===== src/rtl/pulse_gen_if.sv =====
// pulse_gen request/waveform bundle.
// PULSE_GEN_REPEAT_EN adds the count field.
interface pulse_gen_if #(
  parameter int CNT_W = 8
);
  logic             start;
  logic [CNT_W-1:0] high_len;
  logic [CNT_W-1:0] low_len;
`ifdef PULSE_GEN_REPEAT_EN
  logic [CNT_W-1:0] count;
`endif
  logic             sig;
  logic             busy;
  logic             done;

`ifdef PULSE_GEN_REPEAT_EN
  modport master (
    output start, high_len, low_len, count,
    input  sig, busy, done
  );
  modport slave (
    input  start, high_len, low_len, count,
    output sig, busy, done
  );
`else
  modport master (
    output start, high_len, low_len,
    input  sig, busy, done
  );
  modport slave (
    input  start, high_len, low_len,
    output sig, busy, done
  );
`endif
endinterface


===== src/rtl/pulse_gen.sv =====
// pulse_gen: high/low waveform source, registered outputs.
// PULSE_GEN_REPEAT_EN enables the repeat counter (N pairs).
module pulse_gen #(
  parameter int CNT_W = 8
) (
  input  logic         clk,
  input  logic         rst_n,
  pulse_gen_if.slave   bus
);

  typedef enum logic [1:0] {
    IDLE,
    HIGH,
    LOW
  } state_e;

  state_e           state_q, state_d;
  logic [CNT_W-1:0] phase_q, phase_d;
  logic [CNT_W-1:0] hlen_q, hlen_d;
  logic [CNT_W-1:0] llen_q, llen_d;
`ifdef PULSE_GEN_REPEAT_EN
  logic [CNT_W-1:0] rep_q, rep_d;
`endif
  logic             sig_q, sig_d;
  logic             busy_q, busy_d;
  logic             done_q, done_d;

  // Phase counter preload; a zero length behaves like one cycle.
  function automatic logic [CNT_W-1:0] ld(
    input logic [CNT_W-1:0] len
  );
    if (len == '0) return '0;
    return len - CNT_W'(1);
  endfunction

  // Next state, counters and registered output values.
  always_comb begin
    state_d = state_q;
    phase_d = phase_q;
    hlen_d  = hlen_q;
    llen_d  = llen_q;
`ifdef PULSE_GEN_REPEAT_EN
    rep_d   = rep_q;
`endif
    done_d  = 1'b0;
    unique case (state_q)
      IDLE: begin
        if (bus.start) begin
          hlen_d  = bus.high_len;
          llen_d  = bus.low_len;
`ifdef PULSE_GEN_REPEAT_EN
          rep_d   = bus.count;
`endif
          phase_d = ld(bus.high_len);
          state_d = HIGH;
        end
      end
      HIGH: begin
        if (phase_q == '0) begin
          phase_d = ld(llen_q);
          state_d = LOW;
        end else begin
          phase_d = phase_q - CNT_W'(1);
        end
      end
      LOW: begin
        if (phase_q == '0) begin
`ifdef PULSE_GEN_REPEAT_EN
          if (rep_q > CNT_W'(1)) begin
            rep_d   = rep_q - CNT_W'(1);
            phase_d = ld(hlen_q);
            state_d = HIGH;
          end else begin
            state_d = IDLE;
            done_d  = 1'b1;
          end
`else
          state_d = IDLE;
          done_d  = 1'b1;
`endif
        end else begin
          phase_d = phase_q - CNT_W'(1);
        end
      end
      default: begin
        state_d = IDLE;
      end
    endcase
    sig_d  = (state_d == HIGH);
    busy_d = (state_d != IDLE);
  end

  // State and output registers; reset aborts silently.
  always_ff @(posedge clk or negedge rst_n) begin
    if (!rst_n) begin
      state_q <= IDLE;
      phase_q <= '0;
      hlen_q  <= '0;
      llen_q  <= '0;
`ifdef PULSE_GEN_REPEAT_EN
      rep_q   <= '0;
`endif
      sig_q   <= 1'b0;
      busy_q  <= 1'b0;
      done_q  <= 1'b0;
    end else begin
      state_q <= state_d;
      phase_q <= phase_d;
      hlen_q  <= hlen_d;
      llen_q  <= llen_d;
`ifdef PULSE_GEN_REPEAT_EN
      rep_q   <= rep_d;
`endif
      sig_q   <= sig_d;
      busy_q  <= busy_d;
      done_q  <= done_d;
    end
  end

  assign bus.sig  = sig_q;
  assign bus.busy = busy_q;
  assign bus.done = done_q;

endmodule

===== src/flat_wrapper.sv =====
// flat-port wrapper written by rule: the top's interface ports become plain ports
module pulse_gen_flat 
#(
  parameter int CNT_W = 8
)
  (clk, rst_n, bus_start, bus_high_len, bus_low_len, bus_sig, bus_busy, bus_done);
  pulse_gen_if #(.CNT_W(CNT_W)) bus_i ();
  input  logic clk;
  input  logic rst_n;
  input wire logic [$bits(bus_i.start)-1:0] bus_start;
  input wire logic [$bits(bus_i.high_len)-1:0] bus_high_len;
  input wire logic [$bits(bus_i.low_len)-1:0] bus_low_len;
  output wire logic [$bits(bus_i.sig)-1:0] bus_sig;
  output wire logic [$bits(bus_i.busy)-1:0] bus_busy;
  output wire logic [$bits(bus_i.done)-1:0] bus_done;
  assign bus_i.start = bus_start;
  assign bus_i.high_len = bus_high_len;
  assign bus_i.low_len = bus_low_len;
  assign bus_sig = bus_i.sig;
  assign bus_busy = bus_i.busy;
  assign bus_done = bus_i.done;
  pulse_gen #(.CNT_W(CNT_W)) u_core (.clk(clk), .rst_n(rst_n), .bus(bus_i));
endmodule

===== config.mk =====
export PLATFORM = sky130hd
export DESIGN_NAME = pulse_gen_flat
export DESIGN_NICKNAME = d
export VERILOG_FILES = /design/src/rtl/pulse_gen_if.sv /design/src/rtl/pulse_gen.sv /design/src/flat_wrapper.sv
export SDC_FILE = /design/constraint.sdc
export NUM_CORES = 1
export LEC_CHECK = 0
export CAP_MARGIN = 10
export CELL_PAD_IN_SITES_DETAIL_PLACEMENT = 0
export CELL_PAD_IN_SITES_GLOBAL_PLACEMENT = 2
export CORE_MARGIN = 5
export CORE_UTILIZATION = 36
export DETAILED_ROUTE_END_ITERATION = 8
export GPL_TIMING_DRIVEN = 0
export HOLD_SLACK_MARGIN = 0.15
export MAX_ROUTING_LAYER = met4
export PLACE_DENSITY_LB_ADDON = 0.1
export SYNTH_ARGS = -nofsm -noshare
export SYNTH_HDL_FRONTEND = slang
export SYNTH_SLANG_ARGS = --single-unit

===== constraint.sdc =====
create_clock -name clk -period 3.5 [get_ports clk]
set_clock_uncertainty 0.1 [all_clocks]
set_input_delay 0.7 -clock clk [delete_from_list [all_inputs] [get_ports clk]]
set_output_delay 0.7 -clock clk [all_outputs]
set_load 0.01 [all_outputs]

After elaboration in Yosys (flattened, before gate mapping)
Cells that the tools add are included.
{ "word_totals": {"regBits": 21, "inputBits": 19, "elab_cells": 42} }
{ "op_classes": {"eq_ne": 5, "reduce_logical": 8, "mux": 20, "add_sub_neg": 3} }
{ "op_table": {"columns": ["op", "count"], "rows": [
  ["$mux 8", 7],
  ["$logic_not 8->1", 3],
  ["$pmux 8 s3", 1],
  ["$sub 8x1->8 const B", 3],
  ["$mux 1", 8],
  ["$mux 2", 3],
  ["$pmux 2 s3", 1],
  ["$eq 2x1->1 const B", 2],
  ["$ne 2x2->1 const B", 2],
  ["$reduce_and 3->1", 1],
  ["$reduce_bool 3->1", 1],
  ["$eq 2x2->1 const B", 1],
  ["$logic_not 2->1", 1],
  ["$reduce_and 2->1", 1],
  ["$reduce_bool 2->1", 1]
]} }

Logic depth before layout (Yosys ltp)
Gate-level depths: netlist of the first run.
{ "depth": {"depth_word": 7, "ltp_mapped": 9, "ltp_nobuf": 7} }

Least setup slack after synthesis of the first run
Ideal clock, no wire load.
{ "synth_timing": {"path_kind": "input to register", "startpoint": "in bus_high_len[2]", "endpoint": "reg u_core.phase_q[5]", "setup_slack_ps": 1379, "arrival_ps": 1897, "setup_time_ps": 124, "cell_stages": 5, "required_time_ps": 3276, "path_buffers": 0, "path_cell_list": "nor4_2 nand2_1 o21ai_1 o32ai_1 a211o_2"} }
{ "synth_via": {"elab_chain_cells": 7} }
{ "synth_lines": {"columns": ["element", "line", "text"], "rows": [
  ["start: declaration", "flat_wrapper.sv:11", "input wire logic [$bits(bus_i.high_len)-1:0] bus_high_len;"],
  ["parallel branches: the longest is 4 deep, another holds $sub 8x1->8", null, null],
  ["$mux 8 (*)", "pulse_gen.sv:33", "return len - CNT_W'(1);"],
  ["$mux 8 (*)", "pulse_gen.sv:48", "if (bus.start) begin"],
  ["$pmux 8 s3 (*)", "pulse_gen.sv:46", "unique case (state_q)"],
  ["end signal: assignment", "pulse_gen.sv:108", "phase_q <= phase_d;"],
  ["end: declaration", "pulse_gen.sv:18", "logic [CNT_W-1:0] phase_q, phase_d;"]
]} }
Mark *: on every way between the ends. The select of a mux whose other input is x is not followed.
A chain may end at the register's enable or synchronous reset.

Worst setup path after layout of the first run
Same ends and word-level chain as after synthesis.

==> flow_summary.ini, run 1 <==
[global_route]
antenna_violations_before_repair = 0
first_pass_grt_wire_length_um = 6220
pin_count_of_the_biggest_net_entering_global_routing = 22
grt.total_usage_pct = 14.9
grt_overflow_total = 0
via_count_of_the_first_global_routing_pass = 1356

[cts]
cts_num_sinks = 21
cts_buf_count = 3
cts_resized = 0
clk-insertion-delay-late_ps = 270
clock-root-buffer = clkbuf_8
ctsHtreeMaxLevel = 1
clock_tree_from_tritoncts = yes
clkTransAtPathRegs_ps = 80
maximum_buffer_depth_of_the_clock_tree = 2
hold_buffers = 0
post-cts-setup-buffer-count = 0

[yosys]
netlist-cell-type-count = 50
postSynthAreaPerCell_um2 = 9.53
sequential_to_total_area_share_from_yosys_stat_pct = 33.8
ys_seq_elements = 21
syn-num-nets = 192
synth.top_cells.by_area = dfrtp_1 34%, ha_1 8.1%, mux2_2 6.5%, xnor2_1 3.9%, a221o_1 3.2%
synth_edf_count = 0
async_reset_ff_share_pct = 100
synth_largest_area_cell = dfrtp_1
ys.flop_type = dfrtp_1
synthDominantCellAreaShare_pct = 33.8
post_synth_instance_area_um2 = 1550
synthesis.instances = 163
yosysWarnings = 0

[routing]
drt-initial-drc-count = 58
drt.antenna.violating_nets = 0
wl_per_cell_um = 15.5
first_pass_iters = 4
finalWirelength_um = 3700
post_drt_via_cell_ratio = 5.57
total_vias_in_the_final_route = 1326
drc = 0

[critical_path]
critical_register_to_register_path_startpoint = u_core.phase_q[0]
timing.critical_path.from = bus_high_len[2]
critical_path_class = input pin to flop
critical_path.endpoint_type = flop
start_kind = input pin
cp.required_ps = 3550
arrival_ps = 2690
timing.critical_path.fanout_max = 6

[sta]
max_slew_margin_pct = 33.4
period_share_pct = 75.4
setup_ws_ps = 860
tightest_slew_ps = 996
timing_hold_violations_final = 0
clock.fmax_mhz = 379
rsz0062_at_grt = false
finalCriticalPeriod_ps = 2640
tns_ps = 0
final-setup-viol-count = 0
final-max-slew-violation-count = 0

[floorplan]
core_um2 = 4090
floorplan.initialDensity_pct = 38.0
die_width_um = 75.7
num_io_pins = 22
std_cell_rows = 23
die_h_um = 75.7
die_area_um2 = 5730

[placed_design]
pre_cts_slack_ps = 597
postPlaceCellArea_um2 = 1830
detailedPlacementHpwl_um = 2900
place_congestion = 0.853
io_buffer_count = 21

[power]
finalPower_mw = 1.54
switching_share_pct = 45.1
power.density_nw_per_um2 = 821
p_leak_nw = 0.748
combinationalPowerShare_pct = 57.8
power.net_switching_mw = 0.694
clock_share_of_power_pct = 10.6
seqPwrFrac_pct = 31.6
internal_power_mw = 0.844
vdd_ir_drop_max_mv = 0.394

[cells_and_area]
layout_common_cells = 21 x clkdlybuf4s50_1, 21 x dfrtp_1, 12 x inv_1, 12 x nor2_1
final_layout_size_suffix_gt1_share_pct = 14.4
insertedDiodeCount = 0
finalNetCount = 218
finish.instance_area_um2 = 1870
synthToLayoutAreaGrowth_pct = 20.5

[run_status]
outcome = finished, final reports clean

[run]
maxCapViolCount = 0

[hold_path]
hold_path_class = flop to flop
min_from = u_core.llen_q[6]
## per-stage QoR
stage                     cells  utilization, %  hold WS [ps]
final                       238            45.8           462
after detailed placement    234            44.7           452
after CTS                   238            45.8           471
after floorplan             163               -           304
after global routing        238            45.8           494
after global placement      234            44.7           441
## metal layers
| layer | vias up | wire length (um) | GRT usage [%] | share of wire [%] |
|---|---|---|---|---|
| li1 | 650 | - | - | - |
| met1 | 649 | 1740 | 18.3 | 47 |
| met5 | - | 0 | - | 0 |
| met3 | 5 | 124 | 3.17 | 3.4 |
| met4 | 0 | 41 | 4.08 | 1.1 |
| met2 | 22 | 1800 | 24.5 | 49 |
## layout make-up
cell class	count	area [um^2]
clock buffers	3	41.3
multi-input cells	127	967
fillers	394	2210
well taps	50	62.6
clock inverters	1	5.00
flip-flops and latches	21	526
plain buffers	3	16.3
repair buffers	21	210
inverters	12	45.0
## synthesized netlist by cell type, types with 4 or more instances
library cell / count
nand2_1: 9
inv_1: 12
a21oi_1: 6
dfrtp_1: 21
o22ai_1: 5
o21ai_0: 9
nor3_1: 10
a221o_1: 5
xnor2_1: 7
ha_1: 10
nor2_1: 12
mux2_2: 9
xor2_1: 4
## worst max-delay path: stages
cell and delay (ps):
clkdlybuf4s50_1 490, nor4_2 480, nand2_1 100, o21ai_1 370, o32ai_1 190, a211o_2 360
## logic make-up (layout without fill, tap and decap cells)
| family | Yosys count | count (layout) | synth area share [%] |
|---|---|---|---|
| and+or+nand+nor | 54 | 54 | 19.7 |
| muxes | 11 | 11 | 7.81 |
| xor gates and xnor gates | 11 | 11 | 6.20 |
| DFF | 21 | 21 | 33.8 |
| AOI/OAI and AO/OA | 41 | 41 | 20.5 |
| adders and majority gates | 10 | 10 | 8.05 |
| buffers and inverters | 15 | 40 | 3.94 |
## power by group through the flow
stage / registers, mW / logic, mW / clock network, mW
5_1_grt: 0.502 / 0.981 / 0.182
3_3_place_gp: 0.487 / 0.874 / 0
4_1_cts: 0.483 / 0.894 / 0.173
6_report: 0.486 / 0.889 / 0.163
3_5_place_dp: 0.488 / 0.889 / 0
2_1_floorplan: 0.463 / 0.674 / 0
## sequential cells by signal, summed over array words and instances, names as in the netlist
name / flops
u_core.bus.busy: 1
u_core.bus.done: 1
u_core.bus.sig: 1
u_core.llen_q: 8
u_core.phase_q: 8
u_core.state_q: 2
## path summary, 6_finish.rpt
check                                          to  slack, ps  cells past startpoint
min in group asynchronous       u_core.phase_q[6]        880                      1
worst min-delay path             u_core.llen_q[6]        460                      1
worst max-delay path            u_core.phase_q[5]        860                      6
worst max register to register  u_core.phase_q[4]       1110                      7
worst min register to register   u_core.llen_q[6]        460                      1
max in group asynchronous       u_core.state_q[0]       1810                      1
Note: power is estimated with default switching activity, not from simulation.
==> run 2: changes to the inputs <==
- CORE_UTILIZATION: 36 -> 30
- clock period: 3.5 -> 2.42 ns (I/O delays scaled with it)
==> run 2 against run 1 <==
  * Combinational power grew 46%
  * Core utilization down 8.3 points
  * Register-to-register slack got worse by 920 ps
  * Clock-buffer cell count up 1
  * Flip-flop and latch count stayed put
  * Sequential share of layout area down 0.48 points
  * Setup slack got worse by 750 ps
  * Wire length grew 5.3%
  * Largest power group unchanged
==> flow_summary.ini, run 2 (synthesized netlist as in run 1, its figures left out) <==
[run_status]
outcome = finished, final reports clean

[hold_path]
hold_path_class = flop to flop
hold-path-cell-count = 1

[power]
finalPower_mw = 2.24
p_leak_nw = 0.749
combinationalPowerShare_pct = 57.9
power.net_switching_mw = 1.01
switching_share_pct = 45.0
vdd_ir_drop_max_mv = 0.367
clock_share_of_power_pct = 10.5
seqPwrFrac_pct = 31.6
internal_power_mw = 1.23
power.density_nw_per_um2 = 1180

[sta]
clock.fmax_mhz = 432
final.hold.worst_slack_ps = 452
final-max-slew-violation-count = 0
tightest_slew_ps = 984
max_slew_margin_pct = 34.2
setup_ws_ps = 107
period_share_pct = 95.6
final-setup-viol-count = 0
finalCriticalPeriod_ps = 2310
timing_hold_violations_final = 0

[critical_path]
bufs_and_invs_on_worst_path = 1
crit_path_cell_trace = clkdlybuf4s50_1 > nor4_2 > nand2_1 > o21ai_2 > o32ai_1 > a211o_2
cp_slowest_stage_delay_ps = 510
critical_path_class = input pin to flop
timing.critical_path.slowest_stage_cell = clkdlybuf4s50_1
cp.required_ps = 2470
r2r_cells = 5
critical_path.endpoint_type = flop
timing.critical_path.fanout_max = 6
start_kind = input pin
arrival_ps = 2360
cp.depth = 6
worst_path_dominant_cell_family = compound AO/OA/AOI/OAI gates

[cts]
maximum_buffer_depth_of_the_clock_tree = 2
clock-root-buffer = clkbuf_8
clock_tree_from_tritoncts = yes
clkTransAtPathRegs_ps = 80
hold_buffers = 0
cts_num_sinks = 21
cts_buf_count = 3
clk-insertion-delay-late_ps = 260
ctsHtreeMaxLevel = 1

[floorplan]
die_width_um = 82.0
floorplan.initialDensity_pct = 30.6
num_io_pins = 22
std_cell_rows = 26
core_um2 = 5070
die_area_um2 = 6720
die_h_um = 82.0

[global_route]
pin_count_of_the_biggest_net_entering_global_routing = 22
first_pass_grt_wire_length_um = 6370
antenna_violations_before_repair = 0
grt.total_usage_pct = 12.7
via_count_of_the_first_global_routing_pass = 1308
grt_overflow_total = 0

[placed_design]
pre_cts_slack_ps = -259
detailedPlacementHpwl_um = 3070
io_buffer_count = 21
place_congestion = 0.834
postPlaceCellArea_um2 = 1850

[routing]
first_pass_iters = 4
drt-initial-drc-count = 60
drc = 0
total_vias_in_the_final_route = 1321
drt.antenna.violating_nets = 0
wl_per_cell_um = 15.1
post_drt_via_cell_ratio = 5.12
finalWirelength_um = 3890

[cells_and_area]
post-route-util_pct = 37.5
final_layout_size_suffix_gt1_share_pct = 14.9
insertedDiodeCount = 0
synthToLayoutAreaGrowth_pct = 22.6
finish.instance_area_um2 = 1910
largest_registers = u_core.llen_q x8, u_core.phase_q x8, u_core.state_q x2
finalNetCount = 218
final.fill_count = 542
layout_common_cells = 21 x clkdlybuf4s50_1, 21 x dfrtp_1, 12 x inv_1, 12 x nor2_1

[run]
maxCapViolCount = 0
## run 2: changes by cell type in the layout (fill, tap and decap cells not counted), sizes merged
| cell | change |
|---|---|
| clkbuf | +1 |
| clkinv | -1 |
## run 2: power by group through the flow
stage | Clock, mW | Combinational (mW) | Sequential, mW
6_report | 0.235 | 1.30 | 0.708
5_1_grt | 0.262 | 1.45 | 0.736
4_1_cts | 0.254 | 1.30 | 0.705
3_5_place_dp | 0 | 1.29 | 0.713
3_3_place_gp | 0 | 1.29 | 0.708
2_1_floorplan | 0 | 0.974 | 0.670
## run 2: stage by stage
stage / setup TNS [ps] / cells
6_report: 0 / 258
3_5_place_dp: -775 / 254
4_1_cts: 0 / 258
3_3_place_gp: -1020 / 254
5_1_grt: -31.6 / 258
2_1_floorplan: 0 / 163
## run 2: area by class of cell
| cell class | instances | area [um^2] | share of cell area, % |
|---|---|---|---|
| buffer | 3 | 16.3 | 0.854 |
| timing repair buffer | 21 | 210 | 11.0 |
| tap | 70 | 87.6 | 4.60 |
| multi-input combinational | 127 | 976 | 51.2 |
| sequential | 21 | 526 | 27.6 |
| clock buffer | 4 | 45.0 | 2.36 |
| inverter | 12 | 45.0 | 2.36 |
## run 2: timing repair
item	CTS	global route
gates resized for setup	0	2
endpoints found under the setup margin	0	8
setup buffers	0	0
## run 2: worst reg2reg max path, stage by stage, from the launching register on
cell and delay [ps]:
dfrtp_1 470, nor4_4 620, nand2_4 190, o21ai_4 310, nor2_2 120, a221o_1 320
## run 2: final timing paths
check / from / to / slack, ps
max: bus_high_len[2] / u_core.phase_q[5] / 110
min in group asynchronous: rst_n / u_core.llen_q[0] / 660
max in group asynchronous: rst_n / u_core.phase_q[6] / 960
min: u_core.llen_q[6] / u_core.llen_q[6] / 450
max reg2reg: u_core.phase_q[2] / u_core.phase_q[4] / 190
min reg2reg: u_core.llen_q[6] / u_core.llen_q[6] / 450
## run 2: metal layers
layer  up-vias  global-route usage [%]  wire, um
li1        649                       -         -
met1       645                    15.9      1780
met2        23                    20.8      1930
met3         4                    1.97       140
met4         0                    4.49        39
met5         -                       -         0
